`src/rtl/riscv_defs.sv`:
```
// rtl/riscv_defs.sv - shared opcodes, enums and immediate builder for cpu_multicycle
// Contents: RV32I opcode constants, immediate/ALU/state enums, imm_gen().
package riscv_defs;

  localparam logic [6:0] OP_IMM = 7'b0010011;
  localparam logic [6:0] OP     = 7'b0110011;
  localparam logic [6:0] LOAD   = 7'b0000011;
  localparam logic [6:0] STORE  = 7'b0100011;
  localparam logic [6:0] BRANCH = 7'b1100011;

  typedef enum logic [1:0] {IMM_I, IMM_S, IMM_B} t_imm;
  typedef enum logic [2:0] {ALU_ADD, ALU_SUB, ALU_AND, ALU_OR, ALU_PASS} t_alu_op;
  typedef enum logic [2:0] {ST_FETCH, ST_DECODE, ST_EXEC, ST_MEM, ST_WB, ST_HALT} t_mc_state;

  // Sign-extended immediate for the given instruction format.
  function automatic logic [31:0] imm_gen(input logic [31:0] instr, input t_imm sel);
    case (sel)
      IMM_S:   imm_gen = {{20{instr[31]}}, instr[31:25], instr[11:7]};
      IMM_B:   imm_gen = {{19{instr[31]}}, instr[31], instr[7], instr[30:25], instr[11:8], 1'b0};
      default: imm_gen = {{20{instr[31]}}, instr[31:20]};
    endcase
  endfunction

endpackage

```
`src/rtl/mc_controller.sv`:
```
// rtl/mc_controller.sv - state register, next-state and control decode for cpu_multicycle
// Ports: clk_i/rst_i (sync active-high), instruction fields in, memory readies in,
//        a_eq_b_i branch compare in; state, write enables, memory strobes, ALU op,
//        operand/immediate selects, pc load controls and retire strobe out.
// Option: CPU_MC_ILLEGAL_TRAP_EN halts on unsupported instructions and adds illegal_o.
module mc_controller
  import riscv_defs::*;
(
  input  logic       clk_i,
  input  logic       rst_i,
  input  logic [6:0] opcode_i,
  input  logic [2:0] funct3_i,
  input  logic [6:0] funct7_i,
  input  logic       im_ready_i,
  input  logic       dm_ready_i,
  input  logic       a_eq_b_i,
  output logic [2:0] state_o,
  output logic       ir_we_o,
  output logic       rf_we_o,
  output logic       rf_sel_mdr_o,
  output logic       mem_rd_o,
  output logic       mem_wr_o,
  output logic [2:0] alu_op_o,
  output logic       alu_b_imm_o,
  output logic [1:0] imm_sel_o,
  output logic       pc_we_o,
  output logic       pc_sel_branch_o,
  output logic       retire_o
`ifdef CPU_MC_ILLEGAL_TRAP_EN
  ,
  output logic       illegal_o
`endif
);

  t_mc_state state_q, state_d;
  t_alu_op   rtype_op, alu_op;
  t_imm      imm_sel;
  logic      is_rtype, is_addi, is_lw, is_sw, is_beq;

  always_comb begin
    is_rtype = 1'b0;
    rtype_op = ALU_PASS;
    if (opcode_i == OP) begin
      case ({funct7_i, funct3_i})
        {7'b0000000, 3'b000}: begin is_rtype = 1'b1; rtype_op = ALU_ADD; end
        {7'b0100000, 3'b000}: begin is_rtype = 1'b1; rtype_op = ALU_SUB; end
        {7'b0000000, 3'b111}: begin is_rtype = 1'b1; rtype_op = ALU_AND; end
        {7'b0000000, 3'b110}: begin is_rtype = 1'b1; rtype_op = ALU_OR;  end
        default: ;
      endcase
    end
  end

  assign is_addi = (opcode_i == OP_IMM) && (funct3_i == 3'b000);
  assign is_lw   = (opcode_i == LOAD)   && (funct3_i == 3'b010);
  assign is_sw   = (opcode_i == STORE)  && (funct3_i == 3'b010);
  assign is_beq  = (opcode_i == BRANCH) && (funct3_i == 3'b000);

  always_comb begin
    alu_op  = is_rtype ? rtype_op : ((is_addi || is_lw || is_sw) ? ALU_ADD : ALU_PASS);
    imm_sel = is_sw ? IMM_S : (is_beq ? IMM_B : IMM_I);
  end

  always_comb begin
    state_d         = state_q;
    ir_we_o         = 1'b0;
    rf_we_o         = 1'b0;
    pc_we_o         = 1'b0;
    pc_sel_branch_o = 1'b0;
    retire_o        = 1'b0;
    case (state_q)
      ST_FETCH: begin
        if (im_ready_i) begin
          ir_we_o = 1'b1;
          state_d = ST_DECODE;
        end
      end
      ST_DECODE: state_d = ST_EXEC;
      ST_EXEC: begin
        if (is_beq) begin
          pc_we_o         = 1'b1;
          pc_sel_branch_o = a_eq_b_i;
          retire_o        = 1'b1;
          state_d         = ST_FETCH;
        end else if (is_rtype || is_addi) begin
          state_d = ST_WB;
        end else if (is_lw || is_sw) begin
          state_d = ST_MEM;
        end else begin
`ifdef CPU_MC_ILLEGAL_TRAP_EN
          state_d = ST_HALT;
`else
          // Unsupported encodings retire as a NOP.
          pc_we_o  = 1'b1;
          retire_o = 1'b1;
          state_d  = ST_FETCH;
`endif
        end
      end
      ST_MEM: begin
        if (dm_ready_i) begin
          if (is_lw) begin
            state_d = ST_WB;
          end else begin
            pc_we_o  = 1'b1;
            retire_o = 1'b1;
            state_d  = ST_FETCH;
          end
        end
      end
      ST_WB: begin
        rf_we_o  = 1'b1;
        pc_we_o  = 1'b1;
        retire_o = 1'b1;
        state_d  = ST_FETCH;
      end
      ST_HALT: state_d = ST_HALT;
      default: state_d = ST_FETCH;
    endcase
  end

  always_ff @(posedge clk_i) begin
    if (rst_i) state_q <= ST_FETCH;
    else       state_q <= state_d;
  end

  assign state_o      = state_q;
  assign mem_rd_o     = (state_q == ST_MEM) && is_lw;
  assign mem_wr_o     = (state_q == ST_MEM) && is_sw;
  assign rf_sel_mdr_o = is_lw;
  assign alu_b_imm_o  = !is_rtype;
  assign alu_op_o     = alu_op;
  assign imm_sel_o    = imm_sel;
`ifdef CPU_MC_ILLEGAL_TRAP_EN
  assign illegal_o    = (state_q == ST_HALT);
`endif

endmodule

```
`src/rtl/cpu_multicycle.sv`:
```
// rtl/cpu_multicycle.sv - multi-cycle RV32I-subset CPU (ADDI/ADD/SUB/AND/OR/LW/SW/BEQ)
// Ports: iCPU_Clk, iCPU_Reset (sync active-high); instruction fetch oIM_Addr/oIM_Req/
//        iIM_Ready/iIM_Data; data access oAB/oWriteData/oRD/oWR/iDM_Ready/iReadData;
//        debug oCurrent_PC/oFetch/oRetire.
// Option: CPU_MC_ILLEGAL_TRAP_EN adds oIllegal and halts on unsupported instructions.
module cpu_multicycle
  import riscv_defs::*;
#(
  parameter int                   DATAWIDTH = 32,
  parameter int                   ADDRWIDTH = 32,
  parameter logic [ADDRWIDTH-1:0] RESET_PC  = '0
) (
  input  logic                 iCPU_Clk,
  input  logic                 iCPU_Reset,
  output logic [ADDRWIDTH-1:0] oIM_Addr,
  output logic                 oIM_Req,
  input  logic                 iIM_Ready,
  input  logic [DATAWIDTH-1:0] iIM_Data,
  output logic [ADDRWIDTH-1:0] oAB,
  output logic [DATAWIDTH-1:0] oWriteData,
  output logic                 oRD,
  output logic                 oWR,
  input  logic                 iDM_Ready,
  input  logic [DATAWIDTH-1:0] iReadData,
  output logic [ADDRWIDTH-1:0] oCurrent_PC,
  output logic                 oFetch,
  output logic                 oRetire
`ifdef CPU_MC_ILLEGAL_TRAP_EN
  ,
  output logic                 oIllegal
`endif
);

  if (DATAWIDTH != 32) begin : g_width_check
    $error("cpu_multicycle supports DATAWIDTH=32 only");
  end

  logic [ADDRWIDTH-1:0] pc_q;
  logic [31:0]          ir_q, a_q, b_q, y_q, mdr_q, imm_q;
  logic [31:0]          rf_q [32];
  logic                 retire_q;

  logic [2:0]  state, alu_op;
  logic [1:0]  imm_sel;
  logic        ir_we, rf_we, rf_sel_mdr, mem_rd, mem_wr, alu_b_imm;
  logic        pc_we, pc_sel_branch, retire;
  logic [4:0]  rs1, rs2, rd;
  logic [31:0] rs1_val, rs2_val, alu_b, alu_y;

  assign rd  = ir_q[11:7];
  assign rs1 = ir_q[19:15];
  assign rs2 = ir_q[24:20];

  mc_controller u_ctrl (
    .clk_i           (iCPU_Clk),
    .rst_i           (iCPU_Reset),
    .opcode_i        (ir_q[6:0]),
    .funct3_i        (ir_q[14:12]),
    .funct7_i        (ir_q[31:25]),
    .im_ready_i      (iIM_Ready),
    .dm_ready_i      (iDM_Ready),
    .a_eq_b_i        (a_q == b_q),
    .state_o         (state),
    .ir_we_o         (ir_we),
    .rf_we_o         (rf_we),
    .rf_sel_mdr_o    (rf_sel_mdr),
    .mem_rd_o        (mem_rd),
    .mem_wr_o        (mem_wr),
    .alu_op_o        (alu_op),
    .alu_b_imm_o     (alu_b_imm),
    .imm_sel_o       (imm_sel),
    .pc_we_o         (pc_we),
    .pc_sel_branch_o (pc_sel_branch),
    .retire_o        (retire)
`ifdef CPU_MC_ILLEGAL_TRAP_EN
    ,
    .illegal_o       (oIllegal)
`endif
  );

  // x0 is hardwired to zero on the read side; entry 0 is never written.
  assign rs1_val = (rs1 == 5'd0) ? 32'd0 : rf_q[rs1];
  assign rs2_val = (rs2 == 5'd0) ? 32'd0 : rf_q[rs2];

  always_comb begin
    alu_b = alu_b_imm ? imm_q : b_q;
    alu_y = alu_b;
    case (alu_op)
      ALU_ADD: alu_y = a_q + alu_b;
      ALU_SUB: alu_y = a_q - alu_b;
      ALU_AND: alu_y = a_q & alu_b;
      ALU_OR:  alu_y = a_q | alu_b;
      default: alu_y = alu_b;
    endcase
  end

  always_ff @(posedge iCPU_Clk) begin
    if (iCPU_Reset) begin
      pc_q     <= RESET_PC;
      ir_q     <= '0;
      retire_q <= 1'b0;
    end else begin
      retire_q <= retire;
      if (ir_we) ir_q <= iIM_Data;
      if (pc_we) pc_q <= pc_sel_branch ? pc_q + ADDRWIDTH'(imm_q) : pc_q + ADDRWIDTH'(4);
    end
  end

  // Operand, result and register-file state needs no reset: every value is
  // written by the FSM before it can be observed.
  always_ff @(posedge iCPU_Clk) begin
    if (state == ST_DECODE) begin
      a_q   <= rs1_val;
      b_q   <= rs2_val;
      imm_q <= imm_gen(ir_q, t_imm'(imm_sel));
    end
    if (state == ST_EXEC) y_q <= alu_y;
    if (mem_rd && iDM_Ready) mdr_q <= iReadData;
    if (rf_we && !iCPU_Reset && rd != 5'd0) rf_q[rd] <= rf_sel_mdr ? mdr_q : y_q;
  end

  assign oIM_Addr    = pc_q;
  assign oIM_Req     = (state == ST_FETCH);
  assign oFetch      = (state == ST_FETCH);
  assign oCurrent_PC = pc_q;
  assign oRetire     = retire_q;
  assign oRD         = mem_rd;
  assign oWR         = mem_wr;
  assign oAB         = (mem_rd || mem_wr) ? ADDRWIDTH'(y_q) : '0;
  assign oWriteData  = mem_wr ? b_q : '0;

endmodule

```
`config.mk`:
```
export PLATFORM = sky130hd
export DESIGN_NAME = cpu_multicycle
export DESIGN_NICKNAME = d
export VERILOG_FILES = /design/src/rtl/riscv_defs.sv /design/src/rtl/mc_controller.sv /design/src/rtl/cpu_multicycle.sv
export SDC_FILE = /design/constraint.sdc
export NUM_CORES = 2
export LEC_CHECK = 0
export BUFFER_PORTS_ARGS = -buffer_cell sky130_fd_sc_hd__buf_2
export CORE_MARGIN = 10
export CORE_UTILIZATION = 55
export CTS_CLUSTER_SIZE = 28
export DETAILED_ROUTE_END_ITERATION = 10
export PLACE_DENSITY = 0.72
export SLEW_MARGIN = 20
export SYNTH_ARGS = -nofsm -noshare
export SYNTH_HDL_FRONTEND = slang
export SYNTH_SLANG_ARGS = --single-unit
```
`constraint.sdc`:
```
create_clock -name iCPU_Clk -period 8.9 [get_ports iCPU_Clk]
set_input_delay 0.89 -clock iCPU_Clk [delete_from_list [all_inputs] [get_ports iCPU_Clk]]
set_output_delay 0.89 -clock iCPU_Clk [all_outputs]
set_load 0.05 [all_outputs]
```
After elaboration in Yosys (flattened, before gate mapping)

Memories as Yosys holds them, arrays and structs flattened. A register that Yosys moved wholly into a read port is not among the register bits.
Cells that the tools add are included.
Widths: inputs -> output; s select.

Register bits: 145
Memory bits (writable): 1024
Output and inout port bits: 133
Memories kept: 1

Memories:

| name | words | bits a word | read ports | clocked after Yosys merged registers in | wr ports | RTL line             | RTL |
|---|---|---|---|---|---|---|---|
| rf_q | 32    | 32          | 2          | 2                                       | 1        | cpu_multicycle.sv:40 | `logic [31:0] rf_q [32];` |

Add/sub/neg operators: 4
Eq/ne operators: 22
Mux-type cells: 35
Bitwise logic cells: 2
Reductions and logical operators: 24

Operator list:

| operator              | number |
|---|---|
| $mux 32               | 5 |
| $pmux 32 s4           | 1 |
| $add 32x32->32        | 2 |
| $add 32x3->32 const B | 1 |
| $and 32x32->32        | 1 |
| $eq 32x32->1          | 1 |
| $or 32x32->32         | 1 |
| $sub 32x32->32        | 1 |
| $mux 3                | 8 |
| $pmux 12 s2           | 1 |
| $eq 10x3->1 const B   | 2 |
| $eq 3x2->1 const B    | 5 |
| $pmux 3 s5            | 1 |
| $eq 7x6->1 const B    | 2 |
| $mux 1                | 14 |
| $pmux 3 s4            | 1 |
| $eq 10x9->1 const B   | 1 |
| $logic_not 10->1      | 1 |
| $logic_not 5->1       | 2 |
| $logic_and 1x1->1     | 9 |
| $logic_not 3->1       | 3 |
| $eq 7x2->1 const B    | 1 |
| $eq 7x5->1 const B    | 1 |
| $eq 7x7->1 const B    | 1 |
| 12 further kinds      | 21 |

Longest topological paths before layout

Depth after elaboration: 8
Depth in mapped cells: 22
Depth with buffers taken out: 19

Hierarchy

From an unflattened synthesis, not the netlist that was laid out.

Cells, all modules: 3906
Area, all modules: 61780.5 um2

Modules (own cells, without submodules):

| module         | times used | cells each | area each (um2) |
|---|---|---|---|
| cpu_multicycle | 1          | 3840       | 61310.1 |
| mc_controller  | 1          | 66         | 470.5 |

Least setup slack after synthesis

OpenSTA, ideal clock, no wires.

Path kind: register to register
Start point: reg u_ctrl.state_q[0] (netlist: u_ctrl.state_o[0])
End point: reg a_q[0], read port of rf_q (enable)
Data arrival time: 6436 ps
Data required time: 8277 ps
Slack: 1842 ps
Stages on the path, launching flop included: 4
Path buffers: 2
Path through: dfxtp_1 > clkbuf_1 > clkbuf_1 > nor3b_1

Cells in the longest elaborated chain, start to end: 1

Ends and longest elaborated chain:

| element                  | RTL line              | RTL |
|---|---|---|
| start: declaration       | mc_controller.sv:35   | `t_mc_state state_q, state_d;` |
| start signal: assignment | mc_controller.sv:124  | `else state_q <= state_d;` |
| $eq 3x1->1               | cpu_multicycle.sv:112 | `if (state == ST_DECODE) begin` |
| end: declaration         | cpu_multicycle.sv:39  | `logic [31:0] ir_q, a_q, b_q, y_q, mdr_q, imm_q;` |

Every way passes these cells.
A chain may end at the register's enable or synchronous reset.

Final worst setup path

Start point: reg ir_q[31]
End point: reg y_q[27], data pin

Cells in the longest elaborated chain, start to end: 7
Elaborated cells on any way between the ends: 20
Those cells by class: 2 x add/sub; 6 x eq/ne; 7 x mux; 2 x bitwise; 3 x reduce/logical

Ends and longest elaborated chain:

| element                                      | RTL line                                  | RTL |
|---|---|---|
| start: declaration                           | cpu_multicycle.sv:39                      |  |
| start signal: assignment                     | cpu_multicycle.sv:104                     | `if (ir_we) ir_q <= iIM_Data;` |
| $eq 10x9->1, or another cell as far along    | mc_controller.sv:44                       | `case ({funct7_i, funct3_i})` |
| $reduce_or 4->1 (no source line)             | --                                        |  |
| $mux 1                                       | mc_controller.sv:44                       |  |
| $mux 1                                       | mc_controller.sv:43                       | `if (opcode_i == OP) begin` |
| $mux 32 or $mux 3 (tied branches)            | cpu_multicycle.sv:86, mc_controller.sv:60 |  |
| $sub 32x32->32, or another cell as far along | cpu_multicycle.sv:90                      | `ALU_SUB: alu_y = a_q - alu_b;` |
| $pmux 32 s4 (*)                              | cpu_multicycle.sv:88                      | `case (alu_op)` |
| named net alu_y[27]                          | cpu_multicycle.sv:48                      | `logic [31:0] rs1_val, rs2_val, alu_b, alu_y;` |
| end signal: assignment                       | cpu_multicycle.sv:117                     | `if (state == ST_EXEC) y_q <= alu_y;` |
| end: declaration                             | cpu_multicycle.sv:39                      |  |

Mark *: on every way through the listed nets, which the timed path passes. The rest lies on a longest branch.

==> qor.yml <==
synth.most_common_cell: "edfxtp_1"
drc: 0
overflow: 0
dieArea_um2: 126000
via_count: 39891
setup_viol: 0
clock_skew_ps: 38.3
clockBufferDepth: 3
ios: 201
fp.dieW_um: 354
dpl.hpwl_um: 114000
pwr-share-comb_pct: 9.6
io_buffers: 200
synth_top_area_cell: "edfxtp_1"
p_leak_nw: 21.9
synth_common_cells: "1165 x edfxtp_1, 494 x mux4_2, 210 x nor2_1"
die_y_um: 354
routedWlPerCell_um: 33.7
layout.nets: 4178
htreeDepth: 4
sw_frac_of_total_pct: 24.3
fillCellCount: 7931
via_per_inst: 7.08
hold_buffers: 0
ir_worst_vdd_uv: 190
syn_area_um2: 61500
post_cts_resized: 0
power.internal_mw: 9.93
gp_congestion: 0.960
initial_utilization_pct: 55.5
grt_max_degree: 88
power_mw: 13.1
rsz0062_at_grt: "false"
critPathMaxFanout: 24
hold_class: "input port to register"
fin_crit_sh_pct: 66.9
cp.arrival_ps: 6520
synth_flop_cell: "edfxtp_1"
power_frac_seq_pct: 49.3
drv_cap: 0
core_um2: 111000
required_ps: 9460
rrSetupSlack_ps: 2940
clk_pin_slew_ps: 60
syn_area_per_cell_um2: 15.8
async_flop_share_pct: 0
clockRootBuffer: "clkbuf_16"
grt.total_usage_pct: 29.8
crit_type: "register to register"
fin_setup_tns_ps: 0
rows: 122
antenna_found_initial: 8
grt_first_pass_wirelength_um: 273000
antenna_left: 0
startpoint_type: "register"
layout_min_cycle_time_ps: 5960
dr.first_iter.drc_count: 5411
totalWireLength_um: 190000
synth_top_area_share_pct: 56.9
ys_seq_elements: 1233
finalHoldViolations: 0
cts_buffers: 132
max_freq_mhz: 168
cts_setup_buffers: 0
finalMaxSlewViolations: 0
synth-edff-count: 1165
ys_warn_count: 0
ys_seq_area_share_pct: 59.1
clock-sinks: 1233
cts_tree: "built"
endpoint_kind: "register"
firstDrtPassIters: 6
worst_pin_slew_ps: 1040
power_density_nw_per_um2: 192
yosysUniqueCellTypes: 85
outcome: "completed"
area_growth_pct: 11.4
relSlewSlack_pct: 30.3
yosys-top-cells-area: "edfxtp_1 57%, mux4_2 18%, mux2i_1 2.8%"
netlist_instances: 3890
drive_above_1_share_pct: 27.9
switchingPower_mw: 3.19
clock_latency_ps: 770
clkPwrFrac_pct: 41.2
grt_pass1_vias: 38800
-- power by group through the flow --
stage	clock [mW]	sequential [mW]	combinational, mW
floorplan	0	6.51	0.872
global placement	0	6.59	1.22
detailed placement	0	6.59	1.23
CTS	5.44	6.46	1.23
global route	5.68	6.47	1.32
finish	5.40	6.47	1.26
-- registers in the layout (all words and copies together) (netlist names) --
signal,count
oCurrent_PC,32
ir_q,32
imm_q,13
b_q,32
oRetire,1
a_q,32
mdr_q,32
rf_q,1024
y_q,32
u_ctrl.state_o,3
-- layer usage --
layer,track usage (%),part of all wire [%]
met3,7.04,12
met1,39.7,36
met4,12.8,4.5
met5,0,0.022
met2,47.2,47
-- metrics by stage --
stage                     worst slack, ps  hold slack [ps]  cell area, µm²  utilization, %  cells
after floorplan                      1840              431           61600               -   3921
after CTS                            3030              270           68500            61.8   5630
after global routing                 2460              289           68500            61.8   5630
after detailed placement             3060              445           64300            58.0   5400
after global placement               3080              439           64300            58.0   5400
final                                2940              302           68500            61.8   5631
-- final timing paths --
path / from / end / cells past startpoint
min: iReadData[25] / mdr_q[25] / 1
max: ir_q[31] / y_q[27] / 17
max reg2reg: ir_q[31] / y_q[27] / 17
min reg2reg: ir_q[1] / ir_q[1] / 2
-- cell usage in the layout (no fill, tap or decap), types with 16 or more instances in the layout --
| cell type | count |
|---|---|
| nand2_1 | 186 |
| and3_1 | 19 |
| inv_1 | 23 |
| edfxtp_1 | 1165 |
| clkinv_2 | 16 |
| xor2_1 | 41 |
| o21ai_0 | 109 |
| nand3_1 | 48 |
| buf_2 | 200 |
| clkbuf_1 | 26 |
| clkbuf_16 | 134 |
| a211oi_1 | 28 |
| nand4_1 | 19 |
| a21o_1 | 34 |
| mux2i_1 | 173 |
| ha_1 | 62 |
| o211ai_1 | 16 |
| conb_1 | 32 |
| a211o_1 | 19 |
| and2_1 | 67 |
| o221ai_1 | 42 |
| mux2_2 | 105 |
| dfxtp_1 | 58 |
| nor3_1 | 44 |
| a21oi_1 | 201 |
| nor2_1 | 176 |
| a221oi_1 | 56 |
| buf_4 | 85 |
| nand2b_1 | 18 |
| xnor2_1 | 71 |
| nor2_4 | 32 |
| clkinv_1 | 22 |
| mux4_2 | 494 |
| or3_1 | 23 |
| o22ai_1 | 59 |
-- critical path, cell delays in order (launching register included) --
cell,delay (ps)
dfxtp_1,330
nor4_1,570
nand2_1,230
or3_1,380
buf_4,240
nor3_2,700
a21oi_1,120
xnor2_1,200
ha_1,450
nand3_1,150
or3_1,400
a311oi_1,250
a2bb2oi_1,140
a21oi_1,500
a31oi_1,340
o31ai_1,380
xnor2_1,110
a221oi_1,290
-- kinds of logic (layout without fill, tap and decap cells) --
family                   count (synthesis)  in the layout  share of synthesized area [%]
buffers and inverters                  321            542                           2.20
other                                    1             33                        0.00610
adder cells (fa/ha/maj)                 71             71                           1.44
AND/OR/NAND/NOR                        716            716                           5.69
XOR/XNOR                               112            112                           1.60
multiplexers                           772            772                           22.8
flip-flops                            1233           1233                           59.1
AO/OA/AOI/OAI                          664            664                           7.11
-- area by class of cell --
cell class                 instances  area [µm²]  share of cell area, %
clock buffer                     165        3520                   5.14
antenna                            1        2.50                0.00365
timing repair buffer             289        1720                   2.51
clock inverter                    65         688                   1.00
inverter                          23        86.3                  0.126
tap                             1488        1860                   2.72
sequential                      1233       36400                   53.1
multi-input combinational       2367       24200                   35.4
Power figures use the tool's default switching activity.
